$ cat config.mk
export PLATFORM = sky130hd
export DESIGN_NAME = input_skew_flat
export DESIGN_NICKNAME = d
export VERILOG_FILES = /design/src/rtl/input_skew_pkg.sv /design/src/rtl/input_skew_if.sv /design/src/rtl/input_skew_lane.sv /design/src/rtl/input_skew.sv /design/src/flat_wrapper.sv
export SDC_FILE = /design/constraint.sdc
export NUM_CORES = 1
export LEC_CHECK = 0
export BUFFER_PORTS_ARGS = -buffer_cell sky130_fd_sc_hd__buf_4
export CORE_ASPECT_RATIO = 1.1
export CORE_UTILIZATION = 41
export CTS_CLUSTER_SIZE = 8
export DETAILED_ROUTE_END_ITERATION = 7
export SYNTH_ARGS = -nofsm -noshare
export SYNTH_HDL_FRONTEND = slang
export SYNTH_HIERARCHICAL = 1
export SYNTH_SLANG_ARGS = --single-unit
$ cat constraint.sdc
create_clock -name clk_i -period 1.7 [get_ports clk_i]
set_input_delay 0.34 -clock clk_i [delete_from_list [all_inputs] [get_ports clk_i]]
set_output_delay 0.34 -clock clk_i [all_outputs]
set_load 0.05 [all_outputs]
$ cat src/rtl/input_skew_pkg.sv
// Shared types and helpers for the input_skew block.
//   state_t      : tile-tracking FSM states.
//   cnt_width()  : width of the drain counter for a given lane count.
package input_skew_pkg;

  typedef enum logic [1:0] {
    IDLE,
    STREAM,
    DRAIN
  } state_t;

  function automatic int unsigned cnt_width(input int unsigned lanes);
    return $clog2(lanes) + 1;
  endfunction

endpackage

$ cat src/rtl/input_skew_if.sv
// Handshake/bus bundle between the row FIFO, input_skew and the array.
//   data_i/valid_i/last_i : row from FIFO (lane k at [k*WIDTH_P +: WIDTH_P])
//   ready_o               : block accepts a row this cycle
//   data_o/valid_o        : skewed per-lane data/valid to the array
//   done_o                : pulse when the last tile row leaves lane LANES_P-1
//   busy_o                : any lane valid or tile in progress
// Modports: slave = input_skew side, master = FIFO/array side.
interface input_skew_if #(
  parameter int LANES_P = 4,
  parameter int WIDTH_P = 8
);
  logic [LANES_P*WIDTH_P-1:0] data_i;
  logic                       valid_i;
  logic                       last_i;
  logic                       ready_o;
  logic [LANES_P*WIDTH_P-1:0] data_o;
  logic [LANES_P-1:0]         valid_o;
  logic                       done_o;
  logic                       busy_o;

  modport slave (
    input  data_i, valid_i, last_i,
    output ready_o, data_o, valid_o, done_o, busy_o
  );

  modport master (
    output data_i, valid_i, last_i,
    input  ready_o, data_o, valid_o, done_o, busy_o
  );
endinterface

$ cat src/rtl/input_skew_lane.sv
// skew_lane: one valid+data shift chain of DEPTH_P stages, shifting every
// cycle. Synchronous active-high reset clears valid and data.
// Optional macro INPUT_SKEW_ZERO_FILL_EN: data of an invalid stage is forced
// to zero; otherwise data stages only load when a valid bit shifts in and
// hold their value across bubbles.
//   clk, rst               : clock, reset
//   shift_valid/shift_data : stage-0 input
//   tail_valid/tail_data   : last stage output
module skew_lane #(
  parameter int DEPTH_P = 1,
  parameter int WIDTH_P = 8
) (
  input  logic               clk,
  input  logic               rst,
  input  logic               shift_valid,
  input  logic [WIDTH_P-1:0] shift_data,
  output logic               tail_valid,
  output logic [WIDTH_P-1:0] tail_data
);

  logic [DEPTH_P-1:0] vld;
  logic [WIDTH_P-1:0] dat [DEPTH_P];

  always_ff @(posedge clk) begin
    if (rst) begin
      vld <= '0;
      for (int unsigned i = 0; i < DEPTH_P; i++) dat[i] <= '0;
    end else begin
      vld[0] <= shift_valid;
      for (int unsigned i = 1; i < DEPTH_P; i++) vld[i] <= vld[i-1];
`ifdef INPUT_SKEW_ZERO_FILL_EN
      dat[0] <= shift_valid ? shift_data : '0;
      for (int unsigned i = 1; i < DEPTH_P; i++)
        dat[i] <= vld[i-1] ? dat[i-1] : '0;
`else
      if (shift_valid) dat[0] <= shift_data;
      for (int unsigned i = 1; i < DEPTH_P; i++)
        if (vld[i-1]) dat[i] <= dat[i-1];
`endif
    end
  end

  assign tail_valid = vld[DEPTH_P-1];
  assign tail_data  = dat[DEPTH_P-1];

endmodule

$ cat src/rtl/input_skew.sv
// input_skew: pops one LANES_P-wide row per handshake from the row FIFO and
// presents it diagonally to the systolic array (lane k at acceptance+k+1).
// After the last row of a tile it blocks upstream for LANES_P-1 cycles while
// the row drains, then pulses done_o.
// Ports: clk_i, rst_i (sync, active-high), bus (input_skew_if.slave).
// Optional macro INPUT_SKEW_ZERO_FILL_EN: zero data on invalid lane slots.
module input_skew
  import input_skew_pkg::*;
#(
  parameter int LANES_P = 4,
  parameter int WIDTH_P = 8
) (
  input logic          clk_i,
  input logic          rst_i,
  input_skew_if.slave  bus
);

  localparam int unsigned CNT_W = cnt_width(LANES_P);

  state_t                     state;
  logic [CNT_W-1:0]           cnt;
  logic                       accept;
  logic [LANES_P-1:0]         tag;
  logic [LANES_P-1:0]         lane_valid;
  logic [LANES_P*WIDTH_P-1:0] lane_data;

  assign bus.ready_o = (state != DRAIN) && !rst_i;
  assign accept      = bus.valid_i && bus.ready_o;

  always_ff @(posedge clk_i) begin
    if (rst_i) begin
      state <= IDLE;
      cnt   <= '0;
    end else begin
      case (state)
        IDLE, STREAM: begin
          if (accept) begin
            if (bus.last_i) begin
              state <= DRAIN;
              cnt   <= CNT_W'(LANES_P - 1);
            end else begin
              state <= STREAM;
            end
          end
        end
        DRAIN: begin
          cnt <= cnt - 1'b1;
          if (cnt == CNT_W'(1)) state <= IDLE;
        end
        default: state <= IDLE;
      endcase
    end
  end

  // Last-row tag travels alongside lane LANES_P-1 (same depth), so its tail
  // lines up with that lane presenting the final row.
  always_ff @(posedge clk_i) begin
    if (rst_i) tag <= '0;
    else       tag <= {tag[LANES_P-2:0], accept && bus.last_i};
  end

  for (genvar k = 0; k < LANES_P; k++) begin : g_lane
    skew_lane #(
      .DEPTH_P(k + 1),
      .WIDTH_P(WIDTH_P)
    ) u_lane (
      .clk        (clk_i),
      .rst        (rst_i),
      .shift_valid(accept),
      .shift_data (bus.data_i[k*WIDTH_P +: WIDTH_P]),
      .tail_valid (lane_valid[k]),
      .tail_data  (lane_data[k*WIDTH_P +: WIDTH_P])
    );
  end

  assign bus.valid_o = lane_valid;
  assign bus.data_o  = lane_data;
  assign bus.done_o  = tag[LANES_P-1];
  assign bus.busy_o  = (|lane_valid) || (state != IDLE);

endmodule
$ cat src/flat_wrapper.sv
// flat-port wrapper written by rule: the top's interface ports become plain ports
module input_skew_flat import input_skew_pkg::*;
#(
  parameter int LANES_P = 4,
  parameter int WIDTH_P = 8
)
  (clk_i, rst_i, bus_data_i, bus_valid_i, bus_last_i, bus_ready_o, bus_data_o, bus_valid_o, bus_done_o, bus_busy_o);
  input_skew_if #(.LANES_P(LANES_P), .WIDTH_P(WIDTH_P)) bus_i ();
  input logic clk_i;
  input logic rst_i;
  input wire logic [$bits(bus_i.data_i)-1:0] bus_data_i;
  input wire logic [$bits(bus_i.valid_i)-1:0] bus_valid_i;
  input wire logic [$bits(bus_i.last_i)-1:0] bus_last_i;
  output wire logic [$bits(bus_i.ready_o)-1:0] bus_ready_o;
  output wire logic [$bits(bus_i.data_o)-1:0] bus_data_o;
  output wire logic [$bits(bus_i.valid_o)-1:0] bus_valid_o;
  output wire logic [$bits(bus_i.done_o)-1:0] bus_done_o;
  output wire logic [$bits(bus_i.busy_o)-1:0] bus_busy_o;
  assign bus_i.data_i = bus_data_i;
  assign bus_i.valid_i = bus_valid_i;
  assign bus_i.last_i = bus_last_i;
  assign bus_ready_o = bus_i.ready_o;
  assign bus_data_o = bus_i.data_o;
  assign bus_valid_o = bus_i.valid_o;
  assign bus_done_o = bus_i.done_o;
  assign bus_busy_o = bus_i.busy_o;
  input_skew #(.LANES_P(LANES_P), .WIDTH_P(WIDTH_P)) u_core (.clk_i(clk_i), .rst_i(rst_i), .bus(bus_i));
endmodule
== Yosys cells after proc, flatten, opt, wreduce, memory -nomap -nowiden ==
Memories as Yosys holds them, arrays and structs flattened.
Cells that the tools add are included.
Word-level totals
  flip-flop bits (word level): 19
  RAM bits: 80
  input port bits: 36
  output and inout bits: 39
  word-level logic and storage cells: 82
  memories: 4
Operators by class
  add/sub/neg operators: 1
  equal/unequal tests: 7
  mux-type cells: 41
  bitwise operators: 9
  reductions and logical operators: 13
Memory list
  u_core.g_lane[3].u_lane.dat: depth 4, bits a word 8, rd ports 4, clocked after memory_dff 0, wr ports 4, RTL line input_skew_lane.sv:22  | logic [WIDTH_P-1:0] dat [DEPTH_P];
  u_core.g_lane[2].u_lane.dat: depth 3, bits a word 8, rd ports 3, clocked after memory_dff 0, wr ports 3, RTL line input_skew_lane.sv:22
  u_core.g_lane[1].u_lane.dat: depth 2, bits a word 8, rd ports 2, clocked after memory_dff 0, wr ports 2, RTL line input_skew_lane.sv:22
  u_core.g_lane[0].u_lane.dat: depth 1, bits a word 8, rd ports 1, clocked after memory_dff 0, wr ports 1, RTL line input_skew_lane.sv:22
Operator list (count)
  $mux W8: 10
  $mux W1: 24
  $or A1 B1 Y1: 9
  $reduce_or A8 Y1: 1
  $mux W2: 3
  $mux W3: 2
  $pmux W3 S2: 1
  $ne A2 B1 Y1 const B: 2
  $ne A2 B2 Y1 const B: 2
  $pmux W2 S2: 1
  $reduce_bool A2 Y1: 2
  $reduce_or A4 Y1: 1
  $eq A3 B1 Y1 const B: 1
  $logic_and A1 B1 Y1: 3
  $reduce_and A3 Y1: 1
  $sub A3 B1 Y3 const B: 1
  $eq A2 B1 Y1 const B: 1
  $eq A2 B2 Y1 const B: 1
  $logic_not A2 Y1: 1
  $reduce_and A2 Y1: 1
  $reduce_or A2 Y1: 1
  $logic_not A1 Y1: 1
  $logic_or A1 B1 Y1: 1

== Logic depth before layout (Yosys ltp) ==
Gate-level depths: netlist of run 1.
  word-level depth: 8
  depth in mapped cells: 6
  gate-level depth less buffers: 5

== Modules after synthesis ==
Netlist of run 1, hierarchy kept.
Modules (own cells, without submodules)
  skew_lane (u_core.g_lane[3].u_lane): instances 1, cells each 80, area each 1391.3 um^2, seq. area each 1041.0 um^2
  skew_lane (u_core.g_lane[2].u_lane): instances 1, cells each 71, area each 1114.8 um^2, seq. area each 780.7 um^2
  skew_lane (u_core.g_lane[1].u_lane): instances 1, cells each 48, area each 774.5 um^2, seq. area each 520.5 um^2
  input_skew: instances 1, cells each 41, area each 392.9 um^2, seq. area each 180.2 um^2
  skew_lane (u_core.g_lane[0].u_lane): instances 1, cells each 19, area each 342.8 um^2, seq. area each 260.2 um^2

== Worst setup path before layout of run 1 ==
OpenSTA, ideal clock, no wires.
  kind: input to register
  start point: in rst_i
  end point: mem u_core.g_lane[3].u_lane.dat[0][0] (enable)
  library setup time: 0.330 ns
  arrival time: 2.245 ns
  required time: 1.370 ns
  path slack: -0.875 ns
  stages on the path: 4
  buffers on the path: 1
  cells stage by stage: clkbuf_1 > a21oi_1 > and2_1 > or2_1
RTL lines
  start, declared: RTL line flat_wrapper.sv:10  | input logic rst_i;
  end, declared: RTL line input_skew_lane.sv:22

== Worst setup path after layout of run 1 ==
  start point: reg u_core.g_lane[1].u_lane.vld[1]
  end point: out bus_busy_o
Between the ends
  word-level cells in the longest chain between the ends: 2
Ends and longest elaborated chain
  start, declared: RTL line input_skew_lane.sv:21  | logic [DEPTH_P-1:0] vld;
  start signal, assigned: RTL line input_skew_lane.sv:26  | vld <= '0;
  $reduce_or A4 Y1: RTL line input_skew.sv:79  | assign bus.busy_o = (|lane_valid) || (state != IDLE);
  $logic_or A1 B1 Y1: RTL line input_skew.sv:79
  end, declared: RTL line flat_wrapper.sv:18  | output wire logic [$bits(bus_i.busy_o)-1:0] bus_busy_o;
No other way between the ends.

==> run metrics, run 1 <==
CTS Sinks between 90 and 100; Max VDD drop roughly 0.42 mV; Slew @ Worst Pin 0.510 ns; Final GP Congestion between 0.7 and 0.8; DR vias about 2,100; Routed wire per std cell 13.8 um; CP Class reg2out; die area between 10,000 and 15,000 um2; Synth Cell Area approximately 4000 um2; fraction of layout cells with a size suffix above 1 between 30% and 40%; Core Footprint roughly 9400 um2; Tmin final 1.56 ns; Cells after DPL ~430; critical-path maximum fanout 2; Layout fillers roughly 860; status complete, no violations; static leakage slightly above 0.002 uW; total global-route track usage about an eighth; Min-Delay Path Class in2reg; TritonCTS clock tree built; WL met1 approximately 2.7 mm; Die X 96.4 um; Synth Area in Simple Gates a little under a quarter; Clk Latency, worst-skew pair roughly 0.35 ns; routed wl met3 about 320 um; number of distinct library cells after synthesis 35; Setup Buffers After CTS 0; DR vias/cell approximately 4.7; main combinational cell family by area after synthesis simple AND/OR/NAND/NOR gates; Initial Util between 40% and 50%; post-synthesis sequential area ratio 69.3%; Final setup viols 0; Hold Path Sink u_core/g_lane[1].u_lane/dat[0][3]$_SDFFCE_PN0P_; fin util 50.6%; clock-pin slew on the worst setup and hold paths about 0.090 ns; RSZ-0062 raised after global routing no; Slew Viols, Final 0; IO buf count 74; TritonCTS buffer count 9; number of remaining DRC errors 0; CTS root buf clkbuf_8; max layer used met4; ANT nets after route 0; WHS Path Cells 2; Critical Path RT 1.36 ns; non-filler instance count after layout around 450; H-tree Lvls 3; routed wl met2 around 3.0 mm; # IOs 75; Seq cells post-synth around 100; Synth Area in XOR/XNOR 0.218%; max frequency about 640 MHz; DR pass1 iterations 4; r2r startpoint u_core/state[0]$_SDFFE_PP0P_; Clock Skew 0.00945 ns; Syn Area/Cell 15.5 um2; initial antenna violation count 0; Power per Cell Area about 1000 nW/um2; vias in the first global route approximately 1,900; Mapped Cells 259; R2R Setup Slk roughly 0.16 ns; Max-slew headroom approximately two thirds; Syn. warnings 6; antenna diode count 0; Final Hold Viols 0; Detail Placement HPWL about 4 mm; Syn Nets between 200 and 300; hold path startpoint bus_data_i[11]; multiplexer area fraction after synthesis less than 1%; arrival time at the worst endpoint 1.22 ns; Crit Reg-Reg Endpoint u_core/g_lane[1].u_lane/dat[0][15]$_SDFFCE_PN0P_; GRT overflow 0; Syn-to-layout area delta 18.9%; Max Cap Viol 0; Critical Path Start Type register; largest net degree at the start of global routing 95; drt initial violations 58; Synth Area in Compound Gates 1.53%; first-pass GRT wire length around 9.5 mm; kind of end point of the critical path output port; Final period util roughly 92%; row cnt 37; WL final roughly 6.2 mm; Adder-Cell Fraction of Synth Area less than 1%; # nets final between 300 and 400; Max Root-Sink Buffers 2; Reg2Reg Depth 6; Die Ht around 110 um
## area by class of cell
type                            count  area (um2)  share of cell area [%]
Inverter                            4        15.0                   0.314
Sequential cell                    99        2780                    58.3
Clock inverter                      5        31.3                   0.655
Clock buffer                       11         131                    2.75
Timing Repair Buffer               80         613                    12.8
Multi-Input combinational cell    129        1050                    22.1
Tap cell                          117         146                    3.07
## power breakdown
part	switching, uW	total, uW	leakage [uW]	internal, uW
registers	48.0	2810	0.000995	2760
logic	373	606	0.000952	233
clock network	743	1270	0.0000730	526
## logic make-up (layout without fill, tap and decap cells)
logic type               Yosys count  after routing
XOR/XNOR                           1              1
AND/OR/NAND/NOR                  117            118
AO/OA/AOI/OAI                      7              7
adder cells (fa/ha/maj)            2              2
flip-flops                        99             99
multiplexers                       1              1
buffers and inverters             32            100
## layout by cell type, fill, tap and decap left out, drive strengths merged, types with 10 or more instances in the layout
cell type	instances
and3b	40
clkbuf	11
dfxtp	19
edfxtp	80
nor2b	11
and2	19
nor3b	24
or2	10
buf	80
## worst max-delay path by stage
stage | startpoint | end | slack [ns] | cells after the start
4_1_cts | u_core/state[0]$_SDFFE_PP0P_ | u_core/g_lane[2].u_lane/dat[0][7]$_SDFFCE_PN0P_ | 0.004 | 5
3_5_place_dp | rst_i | u_core/g_lane[2].u_lane/dat[0][12]$_SDFFCE_PN0P_ | -0.07 | 5
5_1_grt | u_core/state[0]$_SDFFE_PP0P_ | bus_ready_o | 0.06 | 4
3_3_place_gp | rst_i | u_core/g_lane[2].u_lane/dat[0][11]$_SDFFCE_PN0P_ | 0.004 | 5
6_report | u_core/g_lane[1].u_lane/vld[1]$_SDFF_PP0_ | bus_busy_o | 0.14 | 3
2_1_floorplan | u_core/state[0]$_SDFFE_PP0P_ | u_core/g_lane[1].u_lane/dat[0][1]$_SDFFCE_PN0P_ | 0.006 | 6
## sequential cells by signal, indices dropped and copies added (netlist names)
name	cells
u_core/g_lane.u_lane/tail_valid	1
u_core/g_lane.u_lane/vld	9
u_core/state	2
u_core/g_lane.u_lane/dat	80
u_core/tag	4
u_core/cnt	3
## what timing repair did
| item | 4_1_cts | 5_1_grt |
|---|---|---|
| pin swaps | 1 | 0 |
| endpoints found under the setup margin | 23 | 12 |
| gates cloned | 1 | 0 |
| hold buffers | 0 | 0 |
| gates resized for setup | 0 | 1 |
## layer usage
metal	GRT usage, %	vias to the layer above
met5	0	-
met4	5.78	0
met3	4.11	11
met2	19.4	54
met1	16.1	960
li1	-	1058
## Yosys cell counts (all sizes together)
cell,n,share of area (%)
and2b,2,0.44
o31ai,1,0.19
nand4b,1,0.22
edfxtp,80,60
and2,19,3.8
a21oi,2,0.25
nor2,2,0.19
dfxtp,19,9.5
o211ai,1,0.19
nor2b,11,1.7
nor3b,24,4.6
a211oi,2,0.50
buf,25,4.7
clkbuf,3,0.28
nand2,1,0.093
or2,10,1.6
and3b,40,8.7
ha,2,0.62
o21ba,1,0.41
mux2,1,0.37
nor3,3,0.65
nand3b,2,0.37
inv,4,0.37
xor2,1,0.22
nor4,2,0.31
## stage by stage
| stage | total power [uW] | TNS (ns) | hold slack (ns) | cell area, um2 | worst slack [ns] |
|---|---|---|---|---|---|
| 2_1_floorplan | 3300 | 0 | 0.412 | 4050 | 0.00636 |
| 5_1_grt | 4890 | 0 | 0.257 | 4770 | 0.0559 |
| 4_1_cts | 4750 | 0 | 0.257 | 4770 | 0.00404 |
| 6_report | 4680 | 0 | 0.279 | 4770 | 0.143 |
| 3_3_place_gp | 3460 | 0 | 0.420 | 4600 | 0.00358 |
| 3_5_place_dp | 3470 | -0.875 | 0.425 | 4600 | -0.0677 |
## critical path, stage by stage (launching register included)
cell and delay, ns:
dfxtp_1 0.32, nor4_1 0.28, nand2_1 0.08, buf_4 0.19
Power figures use the tool's default switching activity.
==> inputs of run 2 (changes only) <==
PLACE_DENSITY_LB_ADDON = 0.15   (was default)
==> run metrics, run 2 (synthesized netlist as in run 1, its figures left out) <==
initial antenna violation count 0 (unchanged); largest net degree at the start of global routing 95 (unchanged); Final WS setup 0.0947 ns (was 0.143 ns); WHS Path Cells 2 (unchanged); kind of end point of the critical path output port (unchanged); Setup Buffers After CTS 0 (unchanged); drt initial violations 82 (was 58); clock-pin slew on the worst setup and hold paths 0.09 ns (about the same); worst slack, placed -0.0777 ns (was -0.0677 ns); highest-count cells in the layout ignoring fill and taps edfxtp_1 (80), buf_4 (79), and3b_1 (40) (unchanged); CP Class reg2out (unchanged); DR pass1 iterations 4 (unchanged); status complete, no violations (unchanged); die area 10,200 um2 (unchanged); Critical Path Start Type register (unchanged); Clock Skew 0.00984 ns (was 0.00945 ns); Slew @ Worst Pin 0.529 ns (was 0.510 ns); Max Cap Viol 0 (unchanged); Critical Path RT 1.36 ns (about the same); GRT overflow 0 (unchanged); FF+latch area 2780 um2 (unchanged); DR vias/cell 4.81 (was 4.68); # IOs 75 (unchanged); Final GP Congestion 0.749 (was 0.705); Core Footprint 9440 um2 (unchanged); Max-slew headroom 64.6% (was 65.9%); CP cell instances inv_2 > a21oi_4 > buf_4 > buf_4 (was nor4_1 > nand2_1 > buf_4); static leakage 0.00204 uW (was 0.00202 uW); Power per Cell Area 1010 nW/um2 (was 981 nW/um2); Critical Path Max Stage Delay 0.37 ns (was 0.32 ns); max reg flops 80 (unchanged); Slew Viols, Final 0 (unchanged); H-tree Lvls 3 (unchanged); # nets final 361 (unchanged); CTS root buf clkbuf_8 (unchanged); biggest regs u_core/g_lane.u_lane/dat (80), u_core/g_lane.u_lane/vld (9), u_core/tag (4) (unchanged); first-pass GRT wire length 9.99 mm (was 9.50 mm); setup TNS 0 ns (unchanged); RSZ-0062 raised after global routing no (unchanged); Routed wire per std cell 14.0 um (was 13.8 um); row cnt 37 (unchanged); Worst path depth 4 (was 3); Final period util 94.4% (was 91.6%); Tmin final 1.61 ns (was 1.56 ns); critical path's slowest cell dfxtp_1 (unchanged); TritonCTS clock tree built (unchanged); CTS Sinks 99 (unchanged); WL final 6.22 mm (was 6.16 mm); Die X 96.4 um (unchanged); Detail Placement HPWL 3.98 mm (was 4.00 mm); CP delay by family, top buffers and inverters (was simple AND/OR/NAND/NOR gates); TritonCTS buffer count 9 (unchanged); Clk Latency, worst-skew pair 0.35 ns (about the same); fraction of layout cells with a size suffix above 1 39.1% (was 38.7%); Max Root-Sink Buffers 2 (unchanged); Min-Delay Path Class in2reg (unchanged); Syn-to-layout area delta 19.5% (was 18.9%); Worst Path Buf+Inv 3 (was 1); max frequency 623 MHz (was 642 MHz); Initial Util 42.5% (unchanged); total global-route track usage 13.3% (was 12.6%); Worst path most repeated cell buf_4; # hold bufs at CTS 0 (unchanged); ANT nets after route 0 (unchanged); Biggest register u_core/g_lane.u_lane/dat (unchanged); critical-path maximum fanout 3 (was 2); Multi-input gate area 1060 um2 (was 1050 um2); antenna diode count 0 (unchanged); Max VDD drop 0.578 mV (was 0.420 mV); Final Hold Viols 0 (unchanged); DR vias 2,137 (was 2,083); arrival time at the worst endpoint 1.27 ns (was 1.22 ns); vias in the first global route 2,114 (was 1,928); Layout fillers 862 (was 861); Final setup viols 0 (unchanged); most common cell after layout, fill and taps aside edfxtp_1 (unchanged); Die Ht 106 um (unchanged); IO buf count 74 (unchanged); number of remaining DRC errors 0 (unchanged); Reg2Reg Depth 6 (unchanged)
==> run 2: cell count changes in the layout (fill, tap and decap cells not counted) <==
cell,change
clkbuf_1,-1
nor4_1,-1
bufinv_16,+1
clkinv_4,+1
nor4_2,+1
clkinvlp_4,-2
==> run 2: final timing paths <==
path | endpoint | startpoint | slack [ns]
worst max-delay path | bus_ready_o | u_core/state[0]$_SDFFE_PP0P_ | 0.09
worst min-delay path | u_core/g_lane[1].u_lane/dat[0][4]$_SDFFCE_PN0P_ | bus_data_i[12] | 0.27
worst min register to register | u_core/tag[3]$_SDFF_PP0_ | u_core/tag[2]$_SDFF_PP0_ | 0.44
worst max register to register | u_core/g_lane[1].u_lane/dat[0][15]$_SDFFCE_PN0P_ | u_core/state[0]$_SDFFE_PP0P_ | 0.12
==> run 2: stage by stage <==
step                total power, uW  cell area [um2]  instances  hold slack [ns]  util, %
global placement               3460             4600        428            0.423     48.7
floorplan                      3300             4050        259            0.412        -
finish                         4840             4800        444            0.275     50.8
detailed placement             3470             4600        428            0.425     48.7
global route                   5030             4800        444            0.247     50.8
CTS                            4900             4790        444            0.253     50.8
==> run 2: final cells by class <==
cell class / count / area share [%]
Inverter: 4 / 0.313
Clock inverter: 5 / 1.15
Sequential cell: 99 / 58.0
Tap cell: 117 / 3.05
Clock buffer: 10 / 2.66
Multi-Input combinational cell: 129 / 22.1
Timing Repair Buffer: 80 / 12.8
==> run 2: what timing repair did <==
| item | 4_1_cts | 5_1_grt |
|---|---|---|
| endpoints found under the setup margin | 24 | 1 |
| gates resized for setup | 1 | 1 |
| pin swaps | 1 | 0 |
| gates cloned | 1 | 0 |
==> run 2: worst reg2reg max path: cells and delay by family, from the launching register on <==
kind,cells,cell delay (ns)
flops,1,0.34
simple gates,2,0.37
compound gates,2,0.33
buf+inv,2,0.30
==> run 2: power by group <==
| group | leakage, uW | switching [uW] | internal, uW |
|---|---|---|---|
| Clock | 0.0000898 | 750 | 668 |
| Combinational | 0.000954 | 374 | 234 |
| Sequential | 0.000995 | 47.2 | 2760 |
| Total | 0.00204 | 1170 | 3660 |
==> run 2: layer usage <==
| layer | wire, um | global-route usage, % | vias to the layer above |
|---|---|---|---|
| met3 | 246 | 3.46 | 9 |
| met2 | 3260 | 23.0 | 44 |
| li1 | - | - | 1051 |
| met4 | 122 | 7.46 | 0 |
| met1 | 2590 | 14.6 | 1033 |
| met5 | 0 | 0 | - |
